File: config.mk
export PLATFORM = sky130hd
export DESIGN_NAME = booth_pp_bank_flat
export DESIGN_NICKNAME = d
export VERILOG_FILES = /design/src/rtl/booth_pkg.sv /design/src/rtl/booth_pp_bank_if.sv /design/src/rtl/booth_pp_align.sv /design/src/rtl/booth_pp_bank.sv /design/src/flat_wrapper.sv
export SDC_FILE = /design/constraint.sdc
export NUM_CORES = 1
export LEC_CHECK = 0
export ABC_AREA = 1
export CAP_MARGIN = 5
export CORE_ASPECT_RATIO = 0.8
export CORE_MARGIN = 2
export CORE_UTILIZATION = 51
export DETAILED_ROUTE_END_ITERATION = 12
export HOLD_SLACK_MARGIN = 0.02
export PLACE_DENSITY = 0.84
export SLEW_MARGIN = 25
export SYNTH_ARGS = -nofsm -noshare
export SYNTH_HDL_FRONTEND = slang
export SYNTH_SLANG_ARGS = --single-unit
File: constraint.sdc
create_clock -name clk -period 1.85 [get_ports clk]
set_input_delay 0.37 -clock clk [delete_from_list [all_inputs] [get_ports clk]]
set_output_delay 0.37 -clock clk [all_outputs]
set_load 0.05 [all_outputs]
File: src/rtl/booth_pkg.sv
`default_nettype none
// ============================================================================
// Module      : booth_pkg
// Description : Shared types and sizing helpers for the radix-4 Booth
//               pipeline (partial-product bank and adder-tree stages).
// Ports       : none (package)
// Revision    : 1.0 - initial release
// ============================================================================
package booth_pkg;

    // Bank state: collecting partial products, or holding a complete set
    typedef enum logic [0:0] {
        COLLECT = 1'b0,
        HOLD    = 1'b1
    } state_t;

    // Radix-4 weight: slot idx carries 4^idx, i.e. a left shift of 2*idx
    function automatic int pp_shift(input int idx);
        return 2 * idx;
    endfunction

    function automatic int npp_of(input int width);
        return width / 2;
    endfunction

    function automatic int ppw_of(input int width);
        return width + 1;
    endfunction

    function automatic int outw_of(input int width);
        return 2 * width;
    endfunction

    function automatic int idxw_of(input int width);
        int c;
        c = $clog2(width / 2);
        return (c < 1) ? 1 : c;
    endfunction

endpackage : booth_pkg
`default_nettype wire

File: src/rtl/booth_pp_bank_if.sv
`default_nettype none
// ============================================================================
// Module      : booth_pp_bank_if
// Description : Write-side and read-side handshake bundle of the Booth
//               partial-product bank.
//               master : partial-product producer + adder-tree consumer
//               slave  : the bank itself
// Signals     : pp_valid/pp_ready/pp_data/pp_idx/signed_mode (write port),
//               out_valid/out_ready/out_pp (set output), err (sticky flag)
// Revision    : 1.0 - initial release
// ============================================================================
interface booth_pp_bank_if
    import booth_pkg::*;
#(
    parameter int WIDTH = 8
);
    localparam int NPP  = npp_of(WIDTH);
    localparam int PPW  = ppw_of(WIDTH);
    localparam int OUTW = outw_of(WIDTH);
    localparam int IDXW = idxw_of(WIDTH);

    logic                  pp_valid;
    logic                  pp_ready;
    logic [PPW-1:0]        pp_data;
    logic [IDXW-1:0]       pp_idx;
    logic                  signed_mode;
    logic                  out_valid;
    logic                  out_ready;
    logic [NPP*OUTW-1:0]   out_pp;
    logic                  err;

    modport master (
        output pp_valid, pp_data, pp_idx, signed_mode, out_ready,
        input  pp_ready, out_valid, out_pp, err
    );

    modport slave (
        input  pp_valid, pp_data, pp_idx, signed_mode, out_ready,
        output pp_ready, out_valid, out_pp, err
    );

endinterface : booth_pp_bank_if
`default_nettype wire

File: src/rtl/booth_pp_align.sv
`default_nettype none
// ============================================================================
// Module      : booth_pp_align
// Description : Combinational weight alignment of one raw Booth partial
//               product: extend to OUTW bits, then shift left by 2*idx.
// Ports       : pp_data     in  PPW   raw two's-complement partial product
//               idx         in  IDXW  slot index
//               signed_mode in  1     1 = sign-extend, 0 = zero-extend
//               aligned     out OUTW  weight-aligned, truncated word
// Revision    : 1.0 - initial release
// ============================================================================
module booth_pp_align
    import booth_pkg::*;
#(
    parameter int WIDTH = 8
) (
    input  wire logic [ppw_of(WIDTH)-1:0]  pp_data,
    input  wire logic [idxw_of(WIDTH)-1:0] idx,
    input  wire logic                      signed_mode,
    output logic      [outw_of(WIDTH)-1:0] aligned
);
    localparam int PPW  = ppw_of(WIDTH);
    localparam int OUTW = outw_of(WIDTH);

    logic            w_ext_bit;
    logic [OUTW-1:0] w_ext;

    assign w_ext_bit = signed_mode & pp_data[PPW-1];
    assign w_ext     = {{(OUTW-PPW){w_ext_bit}}, pp_data};
    // Shifting the extended word leaves the low 2*idx bits zero and lets
    // extension bits fill everything above PPW+2*idx; overflow is dropped.
    assign aligned   = w_ext << pp_shift(int'(idx));

endmodule : booth_pp_align
`default_nettype wire

File: src/rtl/booth_pp_bank.sv
`default_nettype none
// ============================================================================
// Module      : booth_pp_bank
// Description : Radix-4 Booth partial-product register bank. Collects
//               WIDTH/2 partial products in any order, stores each one
//               weight-aligned, and presents the complete set to the adder
//               tree through a valid/ready handshake.
// Ports       : clk    in  rising-edge clock
//               clr_n  in  asynchronous active-low reset
//               flush  in  synchronous clear of bank and error flag
//               bus    slave side of booth_pp_bank_if
// Revision    : 1.0 - initial release
// ============================================================================
module booth_pp_bank
    import booth_pkg::*;
#(
    parameter int WIDTH = 8
) (
    input  wire logic       clk,
    input  wire logic       clr_n,
    input  wire logic       flush,
    booth_pp_bank_if.slave  bus
);
    localparam int NPP  = npp_of(WIDTH);
    localparam int OUTW = outw_of(WIDTH);

    state_t                      r_state;
    state_t                      w_state_nxt;
    logic [NPP-1:0]              r_fill;
    logic [NPP-1:0][OUTW-1:0]    r_slot;
    logic                        r_err;

    logic                        w_accept;
    logic                        w_idx_ok;
    logic [NPP-1:0]              w_hit;
    logic [NPP-1:0]              w_fill_upd;
    logic                        w_dup;
    logic                        w_full;
    logic                        w_err_set;
    logic [OUTW-1:0]             w_aligned;

    booth_pp_align #(
        .WIDTH (WIDTH)
    ) u_align (
        .pp_data     (bus.pp_data),
        .idx         (bus.pp_idx),
        .signed_mode (bus.signed_mode),
        .aligned     (w_aligned)
    );

    // Handshake outputs decode only the state register
    assign bus.pp_ready  = (r_state == COLLECT);
    assign bus.out_valid = (r_state == HOLD);
    assign bus.out_pp    = r_slot;
    assign bus.err       = r_err;

    assign w_accept = bus.pp_valid & (r_state == COLLECT);
    // Only reachable false when NPP is not a power of two
    assign w_idx_ok = (int'(bus.pp_idx) < NPP);

    always_comb begin
        w_hit = '0;
        for (int i = 0; i < NPP; i++) begin
            w_hit[i] = w_accept & w_idx_ok & (int'(bus.pp_idx) == i);
        end
    end

    assign w_fill_upd = r_fill | w_hit;
    assign w_dup      = |(r_fill & w_hit);
    assign w_full     = &w_fill_upd;
    assign w_err_set  = w_accept & (~w_idx_ok | w_dup);

    always_comb begin
        w_state_nxt = r_state;
        case (r_state)
            COLLECT: if (w_accept && w_full) w_state_nxt = HOLD;
            HOLD:    if (bus.out_ready)      w_state_nxt = COLLECT;
            default: w_state_nxt = COLLECT;
        endcase
        if (flush) w_state_nxt = COLLECT;
    end

    always_ff @(posedge clk or negedge clr_n) begin
        if (!clr_n) begin
            r_state <= COLLECT;
        end else begin
            r_state <= w_state_nxt;
        end
    end

    always_ff @(posedge clk or negedge clr_n) begin
        if (!clr_n) begin
            r_fill <= '0;
            r_slot <= '0;
            r_err  <= 1'b0;
        end else if (flush) begin
            r_fill <= '0;
            r_slot <= '0;
            r_err  <= 1'b0;
        end else begin
            // Slot contents survive the transfer; only the bitmap restarts
            if (r_state == HOLD && bus.out_ready) begin
                r_fill <= '0;
            end else begin
                r_fill <= w_fill_upd;
            end
            for (int i = 0; i < NPP; i++) begin
                if (w_hit[i]) r_slot[i] <= w_aligned;
            end
            if (w_err_set) r_err <= 1'b1;
        end
    end

endmodule : booth_pp_bank
`default_nettype wire

File: src/flat_wrapper.sv
// flat-port wrapper written by rule: the top's interface ports become plain ports
module booth_pp_bank_flat import booth_pkg::*;
#(
    parameter int WIDTH = 8
)
  (clk, clr_n, flush, bus_pp_valid, bus_pp_data, bus_pp_idx, bus_signed_mode, bus_out_ready, bus_pp_ready, bus_out_valid, bus_out_pp, bus_err);
  booth_pp_bank_if #(.WIDTH(WIDTH)) bus_i ();
  input  wire logic clk;
  input  wire logic clr_n;
  input  wire logic flush;
  input wire logic [$bits(bus_i.pp_valid)-1:0] bus_pp_valid;
  input wire logic [$bits(bus_i.pp_data)-1:0] bus_pp_data;
  input wire logic [$bits(bus_i.pp_idx)-1:0] bus_pp_idx;
  input wire logic [$bits(bus_i.signed_mode)-1:0] bus_signed_mode;
  input wire logic [$bits(bus_i.out_ready)-1:0] bus_out_ready;
  output wire logic [$bits(bus_i.pp_ready)-1:0] bus_pp_ready;
  output wire logic [$bits(bus_i.out_valid)-1:0] bus_out_valid;
  output wire logic [$bits(bus_i.out_pp)-1:0] bus_out_pp;
  output wire logic [$bits(bus_i.err)-1:0] bus_err;
  assign bus_i.pp_valid = bus_pp_valid;
  assign bus_i.pp_data = bus_pp_data;
  assign bus_i.pp_idx = bus_pp_idx;
  assign bus_i.signed_mode = bus_signed_mode;
  assign bus_i.out_ready = bus_out_ready;
  assign bus_pp_ready = bus_i.pp_ready;
  assign bus_out_valid = bus_i.out_valid;
  assign bus_out_pp = bus_i.out_pp;
  assign bus_err = bus_i.err;
  booth_pp_bank #(.WIDTH(WIDTH)) u_core (.clk(clk), .clr_n(clr_n), .flush(flush), .bus(bus_i));
endmodule
Word level (Yosys, flattened, before mapping)

Cells that the tools add are included.
W data, S select, Z words.

Register bits: 70
Latch bits: 0
Bits in writable memories: 0
Memory bits (read-only): 0
Bits of input ports: 17
Logic and storage cells: 44
Memories kept: 0

Add/subtract/negate cells: 0
$mul: 0
Divide/modulo/power cells: 0
Magnitude comparators: 0
Equal/unequal tests: 3
Shift-type cells: 1
Mux-type cells: 13
Bitwise gates (word level): 10
Reduce and logical (&&, ||, !) cells: 10

Operator list:

| cell                 | number |
|---|---|
| $mux W16             | 4 |
| $mux W64             | 1 |
| $shl A16 B3 Y16      | 1 |
| $reduce_bool A2 Y1   | 5 |
| $mux W4              | 2 |
| $and A1 B1 Y1        | 7 |
| $mux W1              | 5 |
| $and A4 B4 Y4        | 1 |
| $eq A2 B2 Y1 const B | 2 |
| $or A4 B4 Y4         | 1 |
| $reduce_and A4 Y1    | 1 |
| $reduce_or A4 Y1     | 1 |
| $eq A2 B1 Y1 const B | 1 |
| $logic_and A1 B1 Y1  | 2 |
| $logic_not A2 Y1     | 1 |
| $pmux W1 S2          | 1 |
| $not A1 Y1           | 1 |

Depth between registers and ports, before layout

Gate-level depths: netlist of the first run.

Word-level depth: 9
Depth in mapped cells: 9
Gate-level depth less buffers: 8

Hierarchy

A second synthesis of the first run with hierarchy kept.

Cell total of the unflattened synthesis: 408
Area, all modules: 3176.8 µm²

By module, submodules not included:

| module         | instances | cells an instance | area each (µm²) |
|---|---|---|---|
| booth_pp_bank  | 1         | 342               | 2874.0 |
| booth_pp_align | 1         | 66                | 302.8 |

Worst setup path after synthesis of the first run

Ideal clock, no wire load.

Kind: reg-to-reg
From: register u_core.r_state (netlist: u_core.bus.out_valid)
To: register u_core.r_slot, in the netlist u_core.bus.out_pp[10]
Arrival time: 1.384 ns
Required time: 1.727 ns
Slack: 0.343 ns
Stages on the path, launching flop included: 8
Buffers on the path: 1
Clock period less this slack: 1.507 ns
Cells stage by stage: dfrtp_1 nor2_4 nand2_2 nand2_4 inv_4 buf_6 nand2_1 nand2_1

Word-level cells in the longest chain between the ends: 4

RTL lines:

| item                                | line                 | RTL |
|---|---|---|
| from (decl)                         | booth_pp_bank.sv:27  | `state_t r_state;` |
| from (signal assigned)              | booth_pp_bank.sv:87  | `r_state <= w_state_nxt;` |
| $not A1 Y1                          | booth_pp_bank.sv:57  | `assign w_accept = bus.pp_valid & (r_state == COLLECT);` |
| $and A1 B1 Y1                       | booth_pp_bank.sv:57  |  |
| $and A1 B1 Y1                       | booth_pp_bank.sv:64  | `w_hit[i] = w_accept & w_idx_ok & (int'(bus.pp_idx) == i);` |
| $reduce_bool A2 Y1 (no source line) | -                    |  |
| to (signal, indexed assignment)     | booth_pp_bank.sv:108 | `if (w_hit[i]) r_slot[i] <= w_aligned;` |
| to (decl)                           | booth_pp_bank.sv:30  | `logic [NPP-1:0][OUTW-1:0] r_slot;` |

No other way between the ends.
A chain may end at the register's enable or synchronous reset.

Worst setup path after layout of the first run

From: register u_core.r_slot, in the netlist u_core.bus.out_pp[49]
To: output port bus_out_pp[49]

RTL lines:

| item      | line               | RTL |
|---|---|---|
| to (decl) | flat_wrapper.sv:18 | `output wire logic [$bits(bus_i.out_pp)-1:0] bus_out_pp;` |

No word-level cell between the ends.

==> results of run 1 <==
## per-stage QoR
step | total power, uW | utilization (%) | area (sq um) | setup slack [ns] | hold slack [ns]
2_1_floorplan | 2240 | - | 2930 | 0.343 | 0.0744
4_1_cts | 3890 | 73.5 | 4040 | 0.218 | 0.470
6_report | 3870 | 73.5 | 4040 | 0.243 | 0.461
3_5_place_dp | 2570 | 69.7 | 3830 | -0.0217 | 0.297
3_3_place_gp | 2560 | 69.7 | 3830 | 0.0150 | 0.290
5_1_grt | 4020 | 73.5 | 4040 | 0.190 | 0.497
## cell families (layout without fill, tap and decap cells)
logic type / count (synthesis) / after routing / share of synthesized area, %
AND/OR/NAND/NOR: 189 / 189 / 26.5
buffers and inverters: 38 / 155 / 7.17
multiplexers: 1 / 1 / 0.341
flip-flops: 70 / 70 / 59.8
AO/OA/AOI/OAI: 31 / 31 / 6.27
## flip-flops by register name, indices dropped and copies added (netlist names)
name and count:
u_core.bus.err 1, u_core.bus.out_valid 1, u_core.r_fill 4, u_core.bus.out_pp 64
## final timing paths
path	from	endpoint	slack, ns
setup / recovery	u_core.bus.out_pp[49]	bus_out_pp[49]	0.24
hold / removal	clr_n	u_core.bus.out_pp[53]	0.46
setup reg to reg	u_core.bus.out_valid	u_core.bus.out_pp[28]	0.46
hold reg to reg	u_core.bus.out_pp[29]	u_core.bus.out_pp[29]	0.47
max in group asynchronous	clr_n	u_core.bus.out_pp[2]	0.84
min in group clk	u_core.bus.out_pp[29]	u_core.bus.out_pp[29]	0.47
## per-layer routing
metal  track usage [%]  wire, um
met1              35.5      3360
met3              6.80       527
met4              7.74        55
met2              37.1      3330
met5                 0         0
## layout make-up
class                           count  area (sq um)
Timing Repair Buffer              111           896
Sequential cell                    70          1750
Multi-Input combinational cell    221           970
Clock inverter                      6          86.3
Fill cell                         451          1460
Tap cell                           78          97.6
Inverter                           29           113
Clock buffer                        9           124
## cell usage in the layout (no fill, tap or decap), types with 2 or more instances in the layout
master,count
nand2_2,5
o21ai_2,2
dfrtp_1,70
clkdlybuf4s50_1,15
nand2_1,151
inv_1,23
clkinv_2,3
clkbuf_8,9
a21oi_1,4
nand2_4,3
nand3_1,5
o21ai_1,2
nor2_1,18
o22ai_1,4
buf_4,83
bufinv_16,2
or2_2,2
dlygate4sd2_1,10
inv_2,4
o31ai_1,2
o21ai_0,15
## timing repair
item / CTS / global route
setup buffers: 0 / 0
setup endpoints to repair: 10 / 0
endpoints found under the hold margin: 13 / 0
gates resized for setup: 10 / 0
hold buffers: 1 / 0
## where the power goes
part	switching (uW)	total (uW)	internal (uW)
logic	595	855	260
registers	64.1	1690	1630
clock network	573	1320	751
==> impl_metrics.ini, run 1 <==
[sta]
finClkSkew_ns = 0.00577
drv_slew = 0
hold_viol_final = 0
finalCritPeriodShare_pct = 86.9
finalCriticalPeriod_ns = 1.61
max_freq_mhz = 622
grt_setup_unrepaired = false
worst_pin_slew_ns = 0.493
finalSetupViolations = 0
relSlewSlack_pct = 67.3
tns_ns = 0

[routing]
ant_nets = 0
drc = 0
firstDrtPassIters = 4
drt_iter0_drc = 179
viasPerCell = 4.94
wl_per_cell_um = 13.9
routed_wl_um = 7270
routed-via-count = 2586

[yosys]
ys_types = 27
synth_area_leaders = dfrtp_1 60%, nand2_1 19%, buf_6 3.1%, inv_1 2.9%, o21ai_0 2.6%
synth-edff-count = 0
seq_area_frac_synth_pct = 59.8
yosysMostFrequentCell = nand2_1
syn_area_per_cell_sq_um = 8.91
synth-seq-cells = 70
syn_nets = 346
synth_flop_cell = dfrtp_1
synth_top_cell_by_area = dfrtp_1
netlist_area_sq_mm = 0.00293
synth-async-reset-ratio_pct = 100
syn_inst = 329
ys_warn_count = 0
synthDominantCellAreaShare_pct = 59.8
netlist_top_cells_count = 151 x nand2_1, 70 x dfrtp_1, 23 x inv_1

[die]
die_x_um = 88.8
pin_count = 84
coreArea_sq_mm = 0.00550
num_rows = 24
die_h_um = 71.8
die-area_sq_mm = 0.00637
start_util_pct = 53.3

[layout]
antennaDiodeCount = 0
fin_nets = 459
final_layout_size_suffix_gt1_share_pct = 27.4
area.growth.synth_to_final_pct = 37.7
finalNonFillerCells = 524

[global_route]
grtUsageTotal_pct = 24.8
grt_remaining_overflow = 0
first_global_vias = 2440
grt_pass1_wl_um = 11900
grt_start_max_net_pins = 43
grt_antenna_before_repair = 0

[setup_path]
crit_family = buffers and inverters
cpPeakStageDelay_ns = 0.53
crit_type = reg -> out
end_kind = output port
worst_ep_required_time_ns = 1.48
cp.buffers_inverters = 1
cp-start-kind = flop
rr_worst_depth = 6
cpMaxStageDelayCell = dlygate4sd2_1
crit_arrival_ns = 1.24
worstPathMaxFanout = 2
cp.depth = 1
cp_cell_sequence = dlygate4sd2_1

[outcome]
outcome = finished, final reports clean

[pwr]
irDropWorstVdd_mv = 0.619
power_density_mw_per_mm2 = 958
power.leakage_uw = 0.00226

[clock_tree]
htreeDepth = 3
clk_pin_slew_ns = 0.08
cts_sinks = 70
cts_buffers = 9
cts_tree = yes
insertion_delay_ns = 0.34
cts_root_buffer = clkbuf_8
cts_buffer_depth = 2

[place]
placedCellCount = 508
portBuffers = 83
gp_congestion = 0.914
hpwl_um = 5290

[min_path]
hold_path_class = in -> async

[run]
maxCapViolCount = 0
(Power assumes the default switching activity.)
==> run 2: changes to the inputs <==
--- a/config.mk
+++ b/config.mk
@@ -7,7 +7,6 @@
 export LEC_CHECK = 0
 export ABC_AREA = 1
 export CAP_MARGIN = 5
-export CORE_ASPECT_RATIO = 0.8
 export CORE_MARGIN = 2
 export CORE_UTILIZATION = 51
 export DETAILED_ROUTE_END_ITERATION = 12
==> impl_metrics.ini, run 2 (synthesis results as in run 1) <==
[outcome]
outcome = finished, final reports clean

[setup_path]
cp_cell_sequence = dlygate4sd2_1
cp-start-kind = flop
cp.buffers_inverters = 1
crit_arrival_ns = 1.23
end_kind = output port
worst_ep_required_time_ns = 1.48
cpMaxStageDelayCell = dlygate4sd2_1
cpPeakStageDelay_ns = 0.53
crit_type = reg -> out
worstPathMaxFanout = 2
crit_family = buffers and inverters

[layout]
seq_area_sq_mm = 0.00175
utilization_pct = 71.9
fin_nets = 447
area.growth.synth_to_final_pct = 35.9
final_common_cell = nand2_1
fill_cells = 444
largest_reg_flops = 64
layout_common_cells = 151 x nand2_1, 70 x dfrtp_1, 65 x buf_4
final_layout_size_suffix_gt1_share_pct = 24.7
multi_input_area_sq_um = 970
antennaDiodeCount = 0

[routing]
routed_wl_um = 6810
ant_nets = 0
firstDrtPassIters = 5
viasPerCell = 4.91
drt_iter0_drc = 97
wl_per_cell_um = 13.4
routed-via-count = 2483
drc = 0

[sta]
drv_slew = 0
finClkSkew_ns = 0.0111
tns_ns = 0
finalCritPeriodShare_pct = 86.3
grt_setup_unrepaired = false
worst_pin_slew_ns = 0.508
relSlewSlack_pct = 66.1
finalSetupViolations = 0
hold_viol_final = 0
max_freq_mhz = 627
finalCriticalPeriod_ns = 1.60

[die]
die-area_sq_mm = 0.00637
start_util_pct = 52.9
die_h_um = 79.8
coreArea_sq_mm = 0.00554
pin_count = 84
num_rows = 27
die_x_um = 79.8

[clock_tree]
cts_buffers = 9
clk_pin_slew_ns = 0.08
cts_buffer_depth = 2
cts_sinks = 70
cts_tree = yes
cts_root_buffer = clkbuf_8
insertion_delay_ns = 0.34
htreeDepth = 3

[global_route]
first_global_vias = 2362
grt_pass1_wl_um = 11300
grtUsageTotal_pct = 23.2
grt_antenna_before_repair = 0
grt_start_max_net_pins = 29
grt_remaining_overflow = 0

[min_path]
hold_path_class = reg -> reg

[pwr]
irDropWorstVdd_mv = 0.632
p_sw_uw = 1220
power_frac_comb_pct = 21.7
pwr-share-clk_pct = 34.4
netSwitchingFraction_pct = 31.6
power_density_mw_per_mm2 = 964
seqPwrFrac_pct = 43.9
power.leakage_uw = 0.00224
p_int_uw = 2630

[run]
maxCapViolCount = 0

[place]
portBuffers = 83
hpwl_um = 5060
gp_congestion = 0.892
[run 2: cell types whose count changed in the layout (fill, tap and decap cells not counted), sizes merged]
cell	change
dlymetal6s2s	+1
dlygate4sd2	+2
buf	-15
[run 2: metrics by stage]
step / setup WS (ns) / total power, uW / cell area [sq um] / instances / hold slack, ns
after detailed placement: -0.0474 / 2550 / 3780 / 490 / 0.363
after global routing: 0.211 / 4000 / 3990 / 506 / 0.494
final: 0.254 / 3840 / 3990 / 506 / 0.468
after global placement: -0.0484 / 2550 / 3780 / 490 / 0.357
after floorplan: 0.343 / 2240 / 2930 / 329 / 0.0744
after CTS: 0.000858 / 3860 / 3980 / 506 / 0.470
[run 2: power groups by stage]
stage / sequential [uW] / clock, uW / combinational [uW]
2_1_floorplan: 2030 / 0 / 209
3_3_place_gp: 1710 / 0 / 830
3_5_place_dp: 1720 / 0 / 838
6_report: 1690 / 1320 / 833
5_1_grt: 1700 / 1410 / 892
4_1_cts: 1690 / 1330 / 840
[run 2: cell type report]
class                           count  share of cell area [%]
Multi-Input combinational cell    221                    24.3
Tap cell                           72                    2.26
Sequential cell                    70                    44.0
Clock inverter                      6                    2.17
Inverter                           29                    2.83
Clock buffer                        9                    3.11
Timing Repair Buffer               99                    21.4
[run 2: layer usage]
layer | vias to the layer above | GRT usage, % | share of wire, %
li1 | 1217 | - | -
met1 | 1160 | 31.4 | 45
met2 | 91 | 37.2 | 47
met3 | 15 | 4.41 | 6.0
met4 | 0 | 9.15 | 2.1
met5 | - | 0 | 0
[run 2: what timing repair did]
| item | 4_1_cts | 5_1_grt |
|---|---|---|
| gates resized for setup | 12 | 1 |
| hold endpoints to repair | 18 | 0 |
| pin swaps | 0 | 0 |
| endpoints found under the setup margin | 12 | 1 |
| buffers inserted | 0 | 0 |
| hold buffers | 1 | 0 |
[run 2: final timing paths]
path | startpoint | endpoint | slack [ns] | cells after the start
setup / recovery | u_core.bus.out_pp[12] | bus_out_pp[12] | 0.25 | 1
hold / removal | u_core.bus.out_pp[10] | u_core.bus.out_pp[10] | 0.47 | 2
setup reg to reg | u_core.bus.out_valid | u_core.bus.out_pp[27] | 0.45 | 6
hold reg to reg | u_core.bus.out_pp[10] | u_core.bus.out_pp[10] | 0.47 | 2
max in group asynchronous | clr_n | u_core.bus.out_pp[20] | 0.81 | 3
min in group asynchronous | clr_n | u_core.bus.out_pp[12] | 0.53 | 2
